File: src/rtl/seq_alu.sv
// seq_alu: multi-cycle add/mul/mod/and ALU with valid/ready handshakes; ports clk, rst_n, in_valid/in_ready, a, b, op, out_valid/out_ready, result, err (only with SEQ_ALU_DIVZERO_EN)
module seq_alu #(
  parameter int WIDTH = 4
) (
  input  logic               clk,
  input  logic               rst_n,
  input  logic               in_valid,
  output logic               in_ready,
  input  logic [WIDTH-1:0]   a,
  input  logic [WIDTH-1:0]   b,
  input  logic [1:0]         op,
  output logic               out_valid,
  input  logic               out_ready,
  output logic [2*WIDTH-1:0] result
`ifdef SEQ_ALU_DIVZERO_EN
  ,
  output logic               err
`endif
);
  localparam int CW = $clog2(WIDTH + 1);
  localparam logic [1:0] ADD = 2'd0, MUL = 2'd1, MOD = 2'd2, AND = 2'd3;
  typedef enum logic [1:0] {IDLE, BUSY, DONE} state_t;
  state_t             state_q, state_d;
  logic [CW-1:0]      cnt_q, cnt_d;
  logic [1:0]         op_q, op_d;
  logic [WIDTH-1:0]   x_q, x_d;
  logic [2*WIDTH-1:0] y_q, y_d, acc_q, acc_d;
  logic [WIDTH:0]     rem_sh;
  logic [WIDTH-1:0]   rem_nx;
`ifdef SEQ_ALU_DIVZERO_EN
  logic               err_q, err_d;
  assign err = err_q;
`endif
  assign in_ready  = (state_q == IDLE) && rst_n;
  assign out_valid = state_q == DONE;
  assign result    = acc_q;
  // x holds the multiplier (shifted right) or the dividend (shifted left into the remainder)
  assign rem_sh = {acc_q[WIDTH-1:0], x_q[WIDTH-1]};
  assign rem_nx = rem_sh >= {1'b0, y_q[WIDTH-1:0]} ? WIDTH'(rem_sh - {1'b0, y_q[WIDTH-1:0]}) : rem_sh[WIDTH-1:0];
  always_comb begin
    state_d = state_q;
    cnt_d   = cnt_q;
    op_d    = op_q;
    x_d     = x_q;
    y_d     = y_q;
    acc_d   = acc_q;
`ifdef SEQ_ALU_DIVZERO_EN
    err_d   = err_q;
`endif
    case (state_q)
      IDLE: if (in_valid && in_ready) begin
        op_d    = op;
        x_d     = a;
        y_d     = {{WIDTH{1'b0}}, b};
        cnt_d   = CW'(WIDTH);
        state_d = (op == MUL || op == MOD) ? BUSY : DONE;
        acc_d   = op == ADD ? {{WIDTH{1'b0}}, a} + {{WIDTH{1'b0}}, b} :
                  op == AND ? {{WIDTH{1'b0}}, a & b} : '0;
      end
      BUSY: begin
        cnt_d = cnt_q - CW'(1);
        acc_d = op_q == MUL ? acc_q + (x_q[0] ? y_q : '0) : {{WIDTH{1'b0}}, rem_nx};
        x_d   = op_q == MUL ? x_q >> 1 : x_q << 1;
        y_d   = op_q == MUL ? y_q << 1 : y_q;
        if (cnt_q == CW'(1)) begin
          state_d = DONE;
`ifdef SEQ_ALU_DIVZERO_EN
          err_d   = op_q == MOD && y_q == '0;
`endif
        end
      end
      DONE: if (out_ready) begin
        state_d = IDLE;
`ifdef SEQ_ALU_DIVZERO_EN
        err_d   = 1'b0;
`endif
      end
      default: state_d = IDLE;
    endcase
  end
  always_ff @(posedge clk) begin
    if (!rst_n) begin
      state_q <= IDLE;
      cnt_q   <= '0;
      op_q    <= '0;
      x_q     <= '0;
      y_q     <= '0;
      acc_q   <= '0;
`ifdef SEQ_ALU_DIVZERO_EN
      err_q   <= 1'b0;
`endif
    end else begin
      state_q <= state_d;
      cnt_q   <= cnt_d;
      op_q    <= op_d;
      x_q     <= x_d;
      y_q     <= y_d;
      acc_q   <= acc_d;
`ifdef SEQ_ALU_DIVZERO_EN
      err_q   <= err_d;
`endif
    end
  end
endmodule
File: config.mk
export PLATFORM = sky130hd
export DESIGN_NAME = seq_alu
export DESIGN_NICKNAME = d
export VERILOG_FILES = /design/src/rtl/seq_alu.sv
export SDC_FILE = /design/constraint.sdc
export NUM_CORES = 1
export LEC_CHECK = 0
export ABC_AREA = 1
export CAP_MARGIN = 20
export CORE_ASPECT_RATIO = 0.9
export CORE_UTILIZATION = 35
export DETAILED_ROUTE_END_ITERATION = 12
export GPL_TIMING_DRIVEN = 0
export REMOVE_ABC_BUFFERS = 1
export SYNTH_ARGS = -nofsm -noshare
export SYNTH_HDL_FRONTEND = slang
export SYNTH_SLANG_ARGS = --single-unit
File: constraint.sdc
create_clock -name clk -period 1.8 [get_ports clk]
set_input_delay 0.27 -clock clk [delete_from_list [all_inputs] [get_ports clk]]
set_output_delay 0.27 -clock clk [all_outputs]
set_load 0.005 [all_outputs]
# --- Word-level counts from Yosys, hierarchy flattened ---
# Cells that the tools add are included.
totals:
  reg_bits: 27
  in_bits: 14
  out_inout_bits: 10
  word_cells: 53
op_classes:
  add_sub_neg: 4
  magnitude_cmp: 1
  eq_ne: 11
  n_mux: 20
  bitwise_logic: 1
  reduce_logical: 10
op_table:
  columns: ["operator", "n"]
  rows:
  - ["8-bit two-way mux", 5]
  - ["8-bit case mux with 2 select lines", 2]
  - ["4-bit two-way mux", 4]
  - ["8-bit adder", 1]
  - ["2-bit two-way mux", 4]
  - ["4-bit case mux with 2 select lines", 1]
  - ["2-bit by 1-bit equality test with 1-bit output, second input constant", 3]
  - ["2-bit equality test, second input constant", 3]
  - ["2-bit case mux with 3 select lines", 1]
  - ["3-bit case mux with 2 select lines", 1]
  - ["3-bit AND reduction", 2]
  - ["4-bit by 4-bit adder with 5-bit output", 1]
  - ["5-bit by 4-bit greater-or-equal comparator with 1-bit output", 1]
  - ["5-bit two-way mux", 1]
  - ["4-bit bitwise AND", 1]
  - ["2-bit logical NOT", 2]
  - ["2-bit by 1-bit inequality test with 1-bit output, second input constant", 2]
  - ["2-bit inequality test, second input constant", 2]
  - ["2-bit AND reduction", 2]
  - ["4-bit subtractor", 1]
  - ["3-bit by 1-bit equality test with 1-bit output, second input constant", 1]
  - ["3-bit two-way mux", 1]
  - ["3-bit by 1-bit subtractor with 3-bit output, second input constant", 1]
  - ["1-bit logical AND", 2]
  - ["other kinds (2)", 2]

# --- Depth between registers and ports, before layout ---
logic_depth:
  ltp_word: 5
  ltp_mapped: 14
  depth_no_buf: 12

# --- Worst setup path before layout ---
# No wires, ideal clock.
synth_path:
  path_kind: "register to register"
  from: "register x_q[0]"
  to: "register acc_q[2], in the netlist result[2]"
  setup_ns: 0.070
  arrival_time_ns: 1.732
  required_time_ns: 1.730
  setup_slack_ns: -0.001
  stages_incl_launch_ff: 11
  path_buffers: 1
  period_less_slack_ns: 1.801
  cell_sequence: "dfxtp_1 clkbuf_1 nand2_1 inv_1 ha_1 inv_1 fa_1 xor2_1 o21ai_0 nor2_1 a21oi_1"
synth_via:
  elab_chain_cells: 4
synth_rtl:
  columns: ["element", "line", "source"]
  rows:
  - ["start, declared", "26", "logic [WIDTH-1:0] x_q, x_d;"]
  - ["start signal, assigned", "86", "x_q <= '0;"]
  - ["start signal, assigned", "96", "x_q <= x_d;"]
  - ["8-bit two-way mux", "62", "acc_d = op_q == MUL ? acc_q + (x_q[0] ? y_q : '0) : {{WIDTH{1'b0}}, rem_nx};"]
  - ["8-bit adder", "62", null]
  - ["8-bit two-way mux", "62", null]
  - ["8-bit case mux with 2 select lines", "50", "case (state_q)"]
  - ["end signal, assigned", "88", "acc_q <= '0;"]
  - ["end signal, assigned", "98", "acc_q <= acc_d;"]
  - ["end, declared", "27", "logic [2*WIDTH-1:0] y_q, y_d, acc_q, acc_d;"]
# Every way passes these cells.
# A chain may end at the register's enable or synchronous reset.

# --- Worst setup path after layout ---
layout_path:
  from: "register state_q[0]"
  to: "output in_ready"
layout_via:
  elab_chain_cells: 2
layout_rtl:
  columns: ["element", "line", "source"]
  rows:
  - ["start, declared", "23", "state_t state_q, state_d;"]
  - ["start signal, assigned", "93", "state_q <= state_d;"]
  - ["2-bit logical NOT", "34", "assign in_ready = (state_q == IDLE) && rst_n;"]
  - ["1-bit logical AND", "34", null]
  - ["end, declared", "8", "output logic in_ready,"]
# Every way passes these cells.

==> out/results.ini <==
[status]
status = finished clean

[clock_tree]
numCtsBuffers = 3
clk_pin_slew_worst_paths_ns = 0.09
clk_latency_ns = 0.28
clockBufferDepth = 2
postCtsHoldBufs = 0
clock-sinks = 27
clockRootBuffer = clkbuf_8
cts_tree = done
htreeDepth = 1

[final_layout]
nets = 373
final_common_cell = nand2_1
drive_above_1_share_pct = 11.6
diodes = 0
final_cell_mix = 68 x nand2_1, 50 x inv_1, 29 x nand3_1
syn2layout_area_growth_pct = 18.5
multi_input_area_um2 = 1340
final.fill_count = 636
seq_area_um2 = 551

[critical_path]
r2r_cells = 13
cp.arrival_ns = 1.43
required_ns = 1.53
critPathMaxFanout = 4
end_kind = primary output
path_class = register to primary output
start_kind = register

[sta]
max_freq_mhz = 587
final.setup.tns_ns = 0
min_period_ns = 1.70
fin_hold_ws_ns = 0.344
finClkSkew_ns = 0.00795
relSlewSlack_pct = 81.5
maxSlewViolCount = 0
period_share_pct = 94.6
worst_slew_pin_slew_ns = 0.276
finalHoldViolCount = 0
setup_viol = 0

[synth]
ys_warn_count = 0
ys_ff_latch = 27
synthCells = 314
syn_avg_cell_area_um2 = 6.67
yosysSeqAreaShare_pct = 25.8
synthTopCellsByArea = dfxtp_1 26%, nand2_1 13%, ha_1 11%
netlist_area_um2 = 2090
synth_top_area_cell = dfxtp_1
synth.top_cell.area_share_pct = 25.8
ys_types = 32

[grt]
grt_max_degree = 23
grt_overflow = 0
grt_pass1_vias = 1886
grt_pass1_wl_mm = 8.42
antenna_found_initial = 0
track_usage_pct = 16.6

[floorplan]
die_y_um = 75.4
rows = 26
design.die.area_um2 = 6300
start_util_pct = 36.6
die_width_um = 83.5
core_area_um2 = 5730
pin_count = 24

[drt]
drtPass1Iterations = 6
drtIter0Drc = 85
post_drt_wl_per_cell_um = 12.2
drc = 0
num_vias = 1994
routed_wl_mm = 4.94
ant_nets = 0
avgViaCountPerCell = 4.91

[placed_design]
place.gp.congestion = 0.814
io_buffers = 23
place_hpwl_mm = 3.70

[power]
powerDensity_nw_per_um2 = 702
ir_drop_mv = 0.356
p_leak_uw = 0.00122

[min_path]
min_path_cells = 3
min_path_type = input port to register

[job]
cap_violations = 0

==> worst paths after layout <==
kind,from,endpoint,slack (ns)
worst min register to register,op_q[1],op_q[1],0.50
worst max register to register,x_q[0],result[3],0.15
worst min-delay path,rst_n,y_q[2],0.34
worst max-delay path,state_q[0],in_ready,0.1
==> where the power goes <==
part           internal (uW)  switching (uW)  total [uW]
Combinational            271             389         659
Sequential               663            60.7         724
Clock                    159             201         360
==> cells in the mapped netlist (all sizes together) <==
master,n
inv,57
nand3b,2
fa,3
nand4,4
xnor2,1
nor3,1
nor2,20
a31oi,2
a211oi,1
a22oi,1
o21ai,27
a221oi,1
nand2,75
nand3,29
buf,4
ha,19
o22ai,1
dfxtp,27
or2,2
a21oi,28
o21a,1
a21o,1
clkbuf,4
xor2,3
==> cell families after synthesis <==
logic type | synth area share (%)
AND/OR/NAND/NOR | 29.6
flip-flops | 25.8
AO/OA/AOI/OAI | 16.1
adder cells (fa/ha/maj) | 14.2
buffers and inverters | 12.7
XOR/XNOR | 1.67
==> routing by layer <==
layer  track usage [%]  wire, um  up-vias
li1                  -         -     1055
met1              21.5      2530      896
met2              30.1      2220       41
met3              2.60       169        2
met4              2.82        22        0
met5                 0         0        -
==> metrics by stage <==
step           utilization (%)  cell area, um2  setup WS, ns  instances  total power [uW]
3_3_place_gp              41.3            2360        -0.771        399              1340
5_1_grt                   43.4            2480       -0.0144        406              1880
4_1_cts                   42.2            2420       0.00597        404              1720
3_5_place_dp              41.3            2360        -0.760        399              1350
2_1_floorplan                -            2050         0.115        306              1160
6_report                  43.4            2480        0.0972        406              1740
==> flip-flops by register name, summed over array words and instances (netlist names) <==
register,flops
result,8
y_q,8
x_q,4
cnt_q,3
op_q,2
state_q,2
==> critical path, cell delays in order, from the launching register on <==
cell	delay (ns)
dfxtp_1	0.39
nor3_4	0.24
clkdlybuf4s50_1	0.53
==> cell type report <==
class | instances | area share [%]
multi-input cells | 222 | 53.9
flip-flops and latches | 27 | 22.2
repair buffers | 26 | 9.88
inverters | 57 | 8.72
well taps | 70 | 3.53
clock buffers | 4 | 1.81
==> what timing repair did <==
| action | 4_1_cts | 5_1_grt |
|---|---|---|
| gates resized for setup | 16 | 16 |
| pin swaps | 2 | 2 |
| buffers inserted | 1 | 2 |
| setup endpoints to repair | 28 | 8 |
| gates cloned | 0 | 0 |
Power figures use the tool's default switching activity.
